File: src/rtl/stos_ctrl.sv
// Push/pop arbiter and sequencer in front of the hardware stack (stos).
// Define STOS_CTRL_RR_EN for round-robin arbitration; fixed r0 priority otherwise.
module stos_ctrl #(
    parameter int DATA_W = 8,
    parameter int DEPTH  = 32
) (
    input  logic                         clk,
    input  logic                         rst,
    input  logic                         r0_req,
    input  logic                         r0_op,
    input  logic [DATA_W-1:0]            r0_wdata,
    output logic                         r0_ack,
    output logic                         r0_err,
    output logic [DATA_W-1:0]            r0_rdata,
    input  logic                         r1_req,
    input  logic                         r1_op,
    input  logic [DATA_W-1:0]            r1_wdata,
    output logic                         r1_ack,
    output logic                         r1_err,
    output logic [DATA_W-1:0]            r1_rdata,
    output logic                         stos_push,
    output logic                         stos_pop,
    output logic [DATA_W-1:0]            stos_data_in,
    input  logic [DATA_W-1:0]            stos_data_out,
    input  logic                         stos_full,
    input  logic                         stos_empty,
    output logic [$clog2(DEPTH+1)-1:0]   level,
    output logic                         busy,
    output logic                         ovf_sticky,
    output logic                         udf_sticky
);

    localparam int LVL_W = $clog2(DEPTH+1);

    typedef enum logic [1:0] {IDLE, EXEC, RESP} state_t;

    state_t            state;
    logic              win_q;
    logic              op_q;
    logic [DATA_W-1:0] wdata_q;
    logic              grant;
    logic              exec_ok;

`ifdef STOS_CTRL_RR_EN
    logic              last_grant;

    always_comb begin
        grant = !r0_req;
        if (r0_req && r1_req) begin
            grant = !last_grant;
        end
    end
`else
    always_comb begin
        grant = !r0_req;
    end
`endif

    always_comb begin
        exec_ok      = op_q ? !stos_empty : !stos_full;
        stos_push    = (state == EXEC) && !op_q && !stos_full;
        stos_pop     = (state == EXEC) &&  op_q && !stos_empty;
        stos_data_in = ((state == EXEC) && !op_q) ? wdata_q : '0;
        busy         = (state != IDLE);
    end

    always_ff @(posedge clk or negedge rst) begin
        if (!rst) begin
            state      <= IDLE;
            win_q      <= 1'b0;
            op_q       <= 1'b0;
            wdata_q    <= '0;
            r0_ack     <= 1'b0;
            r0_err     <= 1'b0;
            r0_rdata   <= '0;
            r1_ack     <= 1'b0;
            r1_err     <= 1'b0;
            r1_rdata   <= '0;
            level      <= '0;
            ovf_sticky <= 1'b0;
            udf_sticky <= 1'b0;
`ifdef STOS_CTRL_RR_EN
            last_grant <= 1'b1;
`endif
        end else begin
            case (state)
                IDLE: begin
                    if (r0_req || r1_req) begin
                        win_q   <= grant;
                        op_q    <= grant ? r1_op : r0_op;
                        wdata_q <= grant ? r1_wdata : r0_wdata;
`ifdef STOS_CTRL_RR_EN
                        last_grant <= grant;
`endif
                        state   <= EXEC;
                    end
                end
                EXEC: begin
                    r0_ack   <= !win_q;
                    r1_ack   <=  win_q;
                    r0_err   <= !win_q && !exec_ok;
                    r1_err   <=  win_q && !exec_ok;
                    r0_rdata <= (!win_q && op_q && exec_ok) ? stos_data_out : '0;
                    r1_rdata <= ( win_q && op_q && exec_ok) ? stos_data_out : '0;
                    // Stack flags override the local count if the two ever disagree.
                    if (!op_q) begin
                        if (stos_full) begin
                            ovf_sticky <= 1'b1;
                            level      <= LVL_W'(DEPTH);
                        end else if (level != LVL_W'(DEPTH)) begin
                            level <= level + LVL_W'(1);
                        end
                    end else begin
                        if (stos_empty) begin
                            udf_sticky <= 1'b1;
                            level      <= '0;
                        end else if (level != '0) begin
                            level <= level - LVL_W'(1);
                        end
                    end
                    state <= RESP;
                end
                RESP: begin
                    r0_ack   <= 1'b0;
                    r0_err   <= 1'b0;
                    r0_rdata <= '0;
                    r1_ack   <= 1'b0;
                    r1_err   <= 1'b0;
                    r1_rdata <= '0;
                    state    <= IDLE;
                end
                default: state <= IDLE;
            endcase
        end
    end

endmodule

File: config.mk
export PLATFORM = sky130hd
export DESIGN_NAME = stos_ctrl
export DESIGN_NICKNAME = d
export VERILOG_FILES = /design/src/rtl/stos_ctrl.sv
export SDC_FILE = /design/constraint.sdc
export NUM_CORES = 1
export LEC_CHECK = 0
export CELL_PAD_IN_SITES_DETAIL_PLACEMENT = 0
export CELL_PAD_IN_SITES_GLOBAL_PLACEMENT = 1
export CORE_MARGIN = 4
export CORE_UTILIZATION = 38
export CTS_BUF_LIST = sky130_fd_sc_hd__clkbuf_8
export CTS_CLUSTER_DIAMETER = 50
export DETAILED_ROUTE_END_ITERATION = 8
export PLACE_DENSITY_LB_ADDON = 0.1
export SLEW_MARGIN = 20
export SYNTH_ARGS = -nofsm -noshare
export SYNTH_HDL_FRONTEND = slang
export SYNTH_SLANG_ARGS = --single-unit
File: constraint.sdc
create_clock -name clk -period 5.08 [get_ports clk]
set_input_delay 1.27 -clock clk [delete_from_list [all_inputs] [get_ports clk]]
set_output_delay 1.27 -clock clk [all_outputs]
set_load 0.02 [all_outputs]
After elaboration in Yosys (flattened, before gate mapping)

Cells that the tools add are included.

Add/sub/neg operators: 2
Equal/unequal tests: 5
Muxes and demuxes: 19
Bitwise gates (word level): 1
Reduce and logical (&&, ||, !) cells: 26

Operator list:

| cell                                                                     | number |
|---|---|
| 8-bit 2-to-1 mux                                                         | 4 |
| 8-bit one-hot mux with 2 select lines                                    | 2 |
| 6-bit 2-to-1 mux                                                         | 5 |
| 1-bit logical AND                                                        | 10 |
| 3-bit AND reduction                                                      | 3 |
| 1-bit one-hot mux with 2 select lines                                    | 4 |
| 6-bit by 1-bit adder with 6-bit output (second input constant)           | 1 |
| 1-bit logical NOT                                                        | 6 |
| 6-bit inequality test (second input constant)                            | 1 |
| 6-bit nonzero test                                                       | 1 |
| 6-bit by 1-bit subtractor with 6-bit output (second input constant)      | 1 |
| 2-bit one-hot mux with 2 select lines                                    | 1 |
| 2-bit nonzero test                                                       | 2 |
| 3-bit by 2-bit inequality test with 1-bit output (second input constant) | 1 |
| 3-bit nonzero test                                                       | 1 |
| 2-bit by 1-bit equality test with 1-bit output (second input constant)   | 1 |
| 2-bit equality test (second input constant)                              | 1 |
| 2-bit logical NOT                                                        | 1 |
| 1-bit 2-to-1 mux                                                         | 2 |
| 2-bit 2-to-1 mux                                                         | 1 |
| 2-bit inequality test (second input constant)                            | 1 |
| 2-bit AND reduction                                                      | 1 |
| 1-bit logical OR                                                         | 1 |
| 1-bit NOT                                                                | 1 |

Register bits after elaboration: 40
Bits of input ports: 32
Output and inout bits: 39
Logic and storage cells: 66

Depth between registers and ports, before layout

Gate-level depths: netlist (run 1).

Depth after elaboration: 5
Depth in mapped cells: 7
Mapped depth without buffers: 6

Least setup slack after synthesis (run 1)

Ideal clock, no wire load.

Path type: input-to-output
From: input port stos_empty
To: output port stos_pop
Arrival time: 1839 ps
Required time: 3810 ps
Path slack: 1971 ps
Stages on the path: 3
Path buffers: 1
Cells stage by stage: nor2b_1 > clkbuf_1 > and2_1

Longest elaborated chain between the ends: 2

Ends and longest elaborated chain:

| element           | line | source |
|---|---|---|
| from (decl)       | 26   | `input logic stos_empty,` |
| 1-bit logical NOT | 62   | `stos_pop = (state == EXEC) && op_q && !stos_empty;` |
| 1-bit logical AND | 62   |  |
| to (decl)         | 22   | `output logic stos_pop,` |

No other way between the ends.

Final worst setup path (run 1)

From: input port stos_full
To: output port stos_push

Longest elaborated chain between the ends: 2

Ends and longest elaborated chain:

| element           | line | source |
|---|---|---|
| from (decl)       | 25   | `input logic stos_full,` |
| 1-bit logical NOT | 61   | `stos_push = (state == EXEC) && !op_q && !stos_full;` |
| 1-bit logical AND | 61   |  |
| to (decl)         | 21   | `output logic stos_push,` |

No other way between the ends.

==> metrics.md, run 1 <==
| Metric | Value |
|---|---|
| Result of the run | finished, final reports clean |
| Reg2reg path depth | 6 |
| Maximum fanout encountered on the critical timing path | 7 |
| CP endpoint kind | primary output |
| Antenna diode count | 0 |
| H-tree levels | 2 |
| Max-capacitance violation count | 0 |
| Required time of the critical path | 3810 ps |
| Via-per-instance ratio | around 5 |
| Avg Cell Area, Syn | 9.788 µm² |
| Global-route wire length before repair | 7935 µm |
| Maximum VDD drop | 0.2774 mV |
| Sequential cell area fraction in the yosys report | a little under half |
| Origin of the worst setup path | stos_full |
| Gr usage total | 15.28% |
| Arr. time, crit path | about 3000 ps |
| Number of distinct library cells after synthesis | 39 |
| Combined flip-flop and latch cell area | ~1000 µm² |
| Capture instance of the worst register-to-register path | level[5] |
| Clock insertion delay at the later pin of the skew report | between 200 and 300 ps |
| Vias in the first global route | between 1500 and 2000 |
| Worst-case register-to-register setup slack | about 3200 ps |
| Final global-route overflow total | 0 |
| Start of the worst register-to-register path | level[0] |
| Number of clock buffers inserted by TritonCTS | 5 |
| HPWL after detailed placement | about 3400 µm |
| Postcts setup bufs | 0 |
| Total area of multi-input combinational cells | roughly 940 µm² |
| Share of the clock period used by the worst path | between 80% and 90% |
| Capturing instance or port of the critical path | stos_push |
| Resized cells post-CTS | 0 |
| Minimum clock period after layout | ~4200 ps |
| Via Count | 1729 |
| Starting utilization of the core area | between 40% and 50% |
| Avg WL per Cell | roughly 14 µm |
| Total placed instance area | between 2000 and 3000 µm² |
| Cell with the most instances on the worst path | sky130_fd_sc_hd__clkdlybuf4s50_1 |
| Clock Tree Root | sky130_fd_sc_hd__clkbuf_8 |
| Fill cell instance count of the final layout | 497 |
| Post-synthesis register bit count | 40 |
| Final cell area excluding filler cells | ~3000 µm² |
| Number of antenna violations at the first check in global routing | 0 |
| Post-Syn Instances | between 200 and 250 |
| Number of enable flip-flop cells after synthesis | 0 |
| Floorplan die area | 6793 µm² |
| Power Density | ~570 nW/µm² |
| Final number of max-transition violations | 0 |
| Area Growth Syn to Fin | 40.43% |
| Clock Pin Slew Worst Setup and Hold Paths | roughly 80 ps |
| Total clock sinks | 40 |
| Least-Margin Pin Slew | ~900 ps |
| Final hold slack | ~470 ps |
| 1st-pass router iterations | 4 |
| Count of input and output buffers | 70 |
| Synthesized Nets | 254 |
| Worst Setup Start Kind | input port |
| Classification of the worst setup path | in -> out |
| Critical path's largest stage delay | 600 ps |
| Fraction of synthesis flops using an asynchronous set or reset pin | 100.0% |
| Final wirelength | between 4000 and 5000 µm |
| Hold buffer count at cts | 0 |
| Synthesis warning total | 0 |
| Worst path cell trace | clkdlybuf4s50_1 > nor2_1 > and2_1 > clkdlybuf4s50_1 |
| Slowest stage cell on the critical path | sky130_fd_sc_hd__clkdlybuf4s50_1 |
| Drt first-iter violations | between 70 and 80 |
| Remaining DRCs | 0 |
| Setup TNS | 0 ps |
| Static power due to leakage | ~1.2 nW |
| Setup repair after global routing missed its margin | false |
| Share of cells above drive strength 1 | between 6 and 7% |
| Total count of hold-check failures in the final report | 0 |
| Row cnt | 26 |
| TritonCTS clock tree | built |
| Longest Clk Path Bufs | 2 |
| Die outline height | 82.42 µm |
| Worst min-delay path category | reg -> reg |
| Post-synthesis instance area | between 2000 and 2500 µm² |
| Weighted congestion at the end of routability-driven global placement | just under 0.9 |
| Tightest slew margin relative to the limit | about two fifths |
| Die Width | 82.42 µm |
| Core footprint | 5238 µm² |
| Dominant register cell in the synthesized netlist | sky130_fd_sc_hd__dfrtp_1 |
| Power consumption | about 1.7 mW |
| Net total in the final layout | ~320 |
| Skew final | about 7.6 ps |
| Antenna viol nets, final | 0 |
| I/O pin total | 71 |
| Timing-limited maximum frequency | 0.2378 GHz |
| Count of endpoints failing setup in the final report | 0 |
| Pin count of the biggest net entering global routing | between 40 and 50 |
cell usage after synthesis, types with 3 or more instances:
library cell               number  area, µm²
sky130_fd_sc_hd__dfrtp_1       40       1001
sky130_fd_sc_hd__inv_1         26      97.59
sky130_fd_sc_hd__nand2_1       19      71.32
sky130_fd_sc_hd__o22ai_1       18      112.6
sky130_fd_sc_hd__o21ai_0       17      85.08
sky130_fd_sc_hd__nand3b_1      11      82.58
sky130_fd_sc_hd__and2_1        10      62.56
sky130_fd_sc_hd__mux2i_1       10      100.1
sky130_fd_sc_hd__clkbuf_1       8      30.03
sky130_fd_sc_hd__ha_1           7      87.58
sky130_fd_sc_hd__nor2_1         5      18.77
sky130_fd_sc_hd__a21oi_1        4      20.02
sky130_fd_sc_hd__buf_2          4      20.02
sky130_fd_sc_hd__nor3b_1        3      22.52
where the power goes:
group	total, mW	internal, mW	switching [mW]
registers	0.537	0.433	0.104
clock network	0.303	0.193	0.110
logic	0.835	0.380	0.454
layer usage:
layer	GRT usage (%)	routed length, µm	vias up
met1	21.04	2268	781
met5	0	0	-
met4	4.485	39	0
met3	5.206	510	5
li1	-	-	871
met2	22.68	2029	72
critical path, delay by kind of cell:
kind	cells	cell delay [ps]
and+or+nand+nor	2	540
buffers and inverters	2	1120
layout by cell type, fill, tap and decap left out, drive strengths merged, types with 2 or more instances in the layout:
| cell type | n |
|---|---|
| a21oi | 4 |
| a221o | 2 |
| a22o | 2 |
| and2 | 11 |
| and3 | 2 |
| buf | 2 |
| bufinv | 2 |
| clkbuf | 5 |
| clkdlybuf4s50 | 69 |
| dfrtp | 40 |
| ha | 7 |
| inv | 26 |
| mux2i | 10 |
| nand2 | 19 |
| nand2b | 2 |
| nand3 | 2 |
| nand3b | 11 |
| nor2 | 5 |
| nor2b | 2 |
| nor3 | 2 |
| nor3b | 3 |
| o21ai | 18 |
| o22ai | 18 |
logic make-up after synthesis:
family                   Yosys count  share of synthesized area, %
AND/OR/NAND/NOR                   62                         17.48
XOR/XNOR                           1                        0.4162
multiplexers                      11                         5.470
buffers and inverters             40                         8.085
flip-flops                        40                         47.56
AO/OA/AOI/OAI                     54                         16.83
adder cells (fa/ha/maj)            7                         4.162
how the worst min path moves through the flow:
stage | from | to | slack (ps) | cells past startpoint
2_1_floorplan | wdata_q[0] | wdata_q[0] | 440 | 2
3_3_place_gp | ovf_sticky | ovf_sticky | 450 | 1
3_5_place_dp | ovf_sticky | ovf_sticky | 450 | 1
4_1_cts | ovf_sticky | ovf_sticky | 470 | 1
5_1_grt | wdata_q[0] | wdata_q[0] | 500 | 2
6_report | ovf_sticky | ovf_sticky | 470 | 1
through the flow:
step / instances / util [%] / setup WS [ps]
global route: 349 / 56.43 / 778.2
CTS: 349 / 56.35 / 881.1
detailed placement: 342 / 53.89 / 881.2
floorplan: 215 / - / 1971
finish: 349 / 56.43 / 874.2
global placement: 342 / 53.89 / 906.6
state kept, by name, summed over array words and instances (netlist names):
name        flops
r0_rdata        8
r1_rdata        8
wdata_q         8
level           6
state           2
op_q            1
ovf_sticky      1
r0_ack          1
r0_err          1
r1_ack          1
r1_err          1
udf_sticky      1
win_q           1
area by class of cell:
| cell class | count | area share, % |
|---|---|---|
| clock buffer | 5 | 2.329 |
| clock inverter | 2 | 2.032 |
| inverter | 26 | 3.302 |
| multi-input combinational | 135 | 31.71 |
| sequential | 40 | 33.87 |
| tap | 70 | 2.964 |
| timing repair buffer | 71 | 23.79 |
Note: power is estimated with default switching activity, not from simulation.
==> run 2, diff against run 1 <==
--- a/config.mk
+++ b/config.mk
@@ -8,7 +8,7 @@
 export CELL_PAD_IN_SITES_DETAIL_PLACEMENT = 0
 export CELL_PAD_IN_SITES_GLOBAL_PLACEMENT = 1
 export CORE_MARGIN = 4
-export CORE_UTILIZATION = 38
+export CORE_UTILIZATION = 35
 export CTS_BUF_LIST = sky130_fd_sc_hd__clkbuf_8
 export CTS_CLUSTER_DIAMETER = 50
 export DETAILED_ROUTE_END_ITERATION = 8
==> constraint.sdc (replaced) <==
create_clock -name clk -period 4.11 [get_ports clk]
set_input_delay 1.0275 -clock clk [delete_from_list [all_inputs] [get_ports clk]]
set_output_delay 1.0275 -clock clk [all_outputs]
set_load 0.02 [all_outputs]
==> run 2 against run 1 <==
Register-to-register slack worse by 940 ps. Routed wire length up 4.7%. Critical path depth unchanged. Die area up 7.7%. Final cell count up 1.1%. Design area down 1.3%. Via count up 2.1%. Non-clock buffer count up 2. Utilization down 5.0 points. Sequential power up 24%. Clock-buffer cell count unchanged. Largest cell class unchanged.
==> metrics.md, run 2 (synthesis gave the netlist of run 1 again) <==
| Metric | Value |
|---|---|
| Floorplan die area | 7317 µm² |
| I/O pin total | 71 |
| Power Density | ~670 nW/µm² |
| Resized cells post-CTS | 0 |
| Worst Setup Start Kind | input port |
| CP endpoint kind | primary output |
| Remaining DRCs | 0 |
| Postcts setup bufs | 0 |
| Total area of multi-input combinational cells | between 900 and 1000 µm² |
| Area Growth Syn to Fin | 38.64% |
| Share of cells above drive strength 1 | under 10% |
| Via Count | about 1800 |
| Critical path's largest stage delay | 600 ps |
| Final global-route overflow total | 0 |
| Fill cell instance count of the final layout | roughly 540 |
| Setup TNS | 0 ps |
| Die outline height | roughly 86 µm |
| Setup repair after global routing missed its margin | false |
| Tightest slew margin relative to the limit | approximately 41% |
| Non-filler cells in the finished layout | ~350 |
| Antenna viol nets, final | 0 |
| 1st-pass router iterations | 4 |
| Worst path cell trace | clkdlybuf4s50_1 > nor2_1 > and2_1 > clkdlybuf4s50_1 |
| Core footprint | between 5000 and 6000 µm² |
| Placement-stage worst setup slack | 387.8 ps |
| Clock Pin Slew Worst Setup and Hold Paths | about 70 ps |
| Longest Clk Path Bufs | 2 |
| Result of the run | finished, final reports clean |
| TritonCTS clock tree | built |
| Total placed instance area | roughly 2800 µm² |
| Global-route wire length before repair | about 8800 µm |
| Worst min-delay path category | reg -> reg |
| Largest registers ranked by flip-flop count | r0_rdata (8), r1_rdata (8), wdata_q (8) |
| Via-per-instance ratio | roughly 5.0 |
| Net total in the final layout | 320 |
| Clock insertion delay at the later pin of the skew report | roughly 290 ps |
| Final number of max-transition violations | 0 |
| Most frequent cells in the layout | 69 x sky130_fd_sc_hd__clkdlybuf4s50_1, 40 x sky130_fd_sc_hd__dfrtp_1, 27 x sky130_fd_sc_hd__inv_1 |
| Avg WL per Cell | between 10 and 15 µm |
| Combined flip-flop and latch cell area | 1001 µm² |
| Antenna diode count | 0 |
| Row cnt | 27 |
| Vias in the first global route | about 1800 |
| Final wirelength | 5075 µm |
| Die Width | 85.54 µm |
| Arr. time, crit path | around 2700 ps |
| Starting utilization of the core area | ~37% |
| Total clock sinks | 40 |
| Count of input and output buffers | 70 |
| Weighted congestion at the end of routability-driven global placement | between 0.8 and 0.9 |
| Number of antenna violations at the first check in global routing | 0 |
| Skew final | around 9.5 ps |
| Classification of the worst setup path | in -> out |
| Required time of the critical path | ~3000 ps |
| H-tree levels | 2 |
| Minimum clock period after layout | between 3000 and 4000 ps |
| Gr usage total | about 15% |
| Maximum VDD drop | between 0.2 and 0.25 mV |
| Static power due to leakage | 1.222 nW |
| HPWL after detailed placement | between 3000 and 4000 µm |
| Final worst-path setup slack | approximately 380 ps |
| Maximum fanout encountered on the critical timing path | 7 |
| Hold buffer count at cts | 0 |
| Commonest non-fill, non-tap cell in the layout | sky130_fd_sc_hd__clkdlybuf4s50_1 |
| Slowest stage cell on the critical path | sky130_fd_sc_hd__clkdlybuf4s50_1 |
| Count of endpoints failing setup in the final report | 0 |
| Number of clock buffers inserted by TritonCTS | 5 |
| Total count of hold-check failures in the final report | 0 |
| Least-Margin Pin Slew | around 890 ps |
| Pin count of the biggest net entering global routing | just over 40 |
| Max-capacitance violation count | 0 |
| Clock Tree Root | sky130_fd_sc_hd__clkbuf_8 |
| Share of the clock period used by the worst path | 90.69% |
| Timing-limited maximum frequency | about 0.27 GHz |
| Drt first-iter violations | around 150 |
| Final cell area excluding filler cells | ~2900 µm² |
| Post-placement cell count | between 300 and 400 |
| Cell with the most instances on the worst path | sky130_fd_sc_hd__clkdlybuf4s50_1 |
run 2: cell types whose count changed in the layout (fill, tap and decap cells not counted), sizes merged:
cell,before,now
buf,2,4
clkinv,0,1
bufinv,2,0
inv,26,27
run 2: metrics by stage:
| stage | hold WS, ps | util, % | power (mW) |
|---|---|---|---|
| 4_1_cts | 475.6 | 51.41 | 1.986 |
| 3_5_place_dp | 448.2 | 50.04 | 1.732 |
| 6_report | 472.5 | 51.41 | 1.959 |
| 2_1_floorplan | 441.8 | - | 1.338 |
| 5_1_grt | 498.2 | 51.41 | 2.129 |
| 3_3_place_gp | 460.0 | 50.04 | 1.731 |
run 2: final timing paths:
path                                 start           to  slack (ps)  cells after the start
worst max-delay path             stos_full    stos_push         380                      4
worst min-delay path            ovf_sticky   ovf_sticky         470                      1
worst max register to register    level[0]     level[5]        2260                      6
worst min register to register  ovf_sticky   ovf_sticky         470                      1
max in group asynchronous              rst   udf_sticky        2690                      1
min in group asynchronous              rst  r1_rdata[5]         850                      1
run 2: area by class of cell:
| class | count | share of cell area [%] |
|---|---|---|
| sequential | 40 | 34.31 |
| clock inverter | 2 | 0.3002 |
| clock buffer | 5 | 2.358 |
| inverter | 26 | 3.345 |
| timing repair buffer | 73 | 24.61 |
| multi-input combinational | 135 | 31.99 |
| tap | 72 | 3.087 |
run 2: critical path, delay by kind of cell:
family	cells	cell delay (ps)
buf+inv	2	1130
simple gates	2	550
run 2: where the power goes:
part / total, mW / switching, mW / internal (mW)
clock: 0.243 / 0.130 / 0.113
sequential: 0.667 / 0.131 / 0.536
combinational: 1.05 / 0.569 / 0.480
run 2: routing by layer:
layer | global-route usage, % | wire length [µm] | vias to the layer above
li1 | - | - | 874
met1 | 20.94 | 2436 | 819
met2 | 21.61 | 2157 | 71
met3 | 5.668 | 460 | 2
met4 | 3.453 | 21 | 0
met5 | 0 | 0 | -
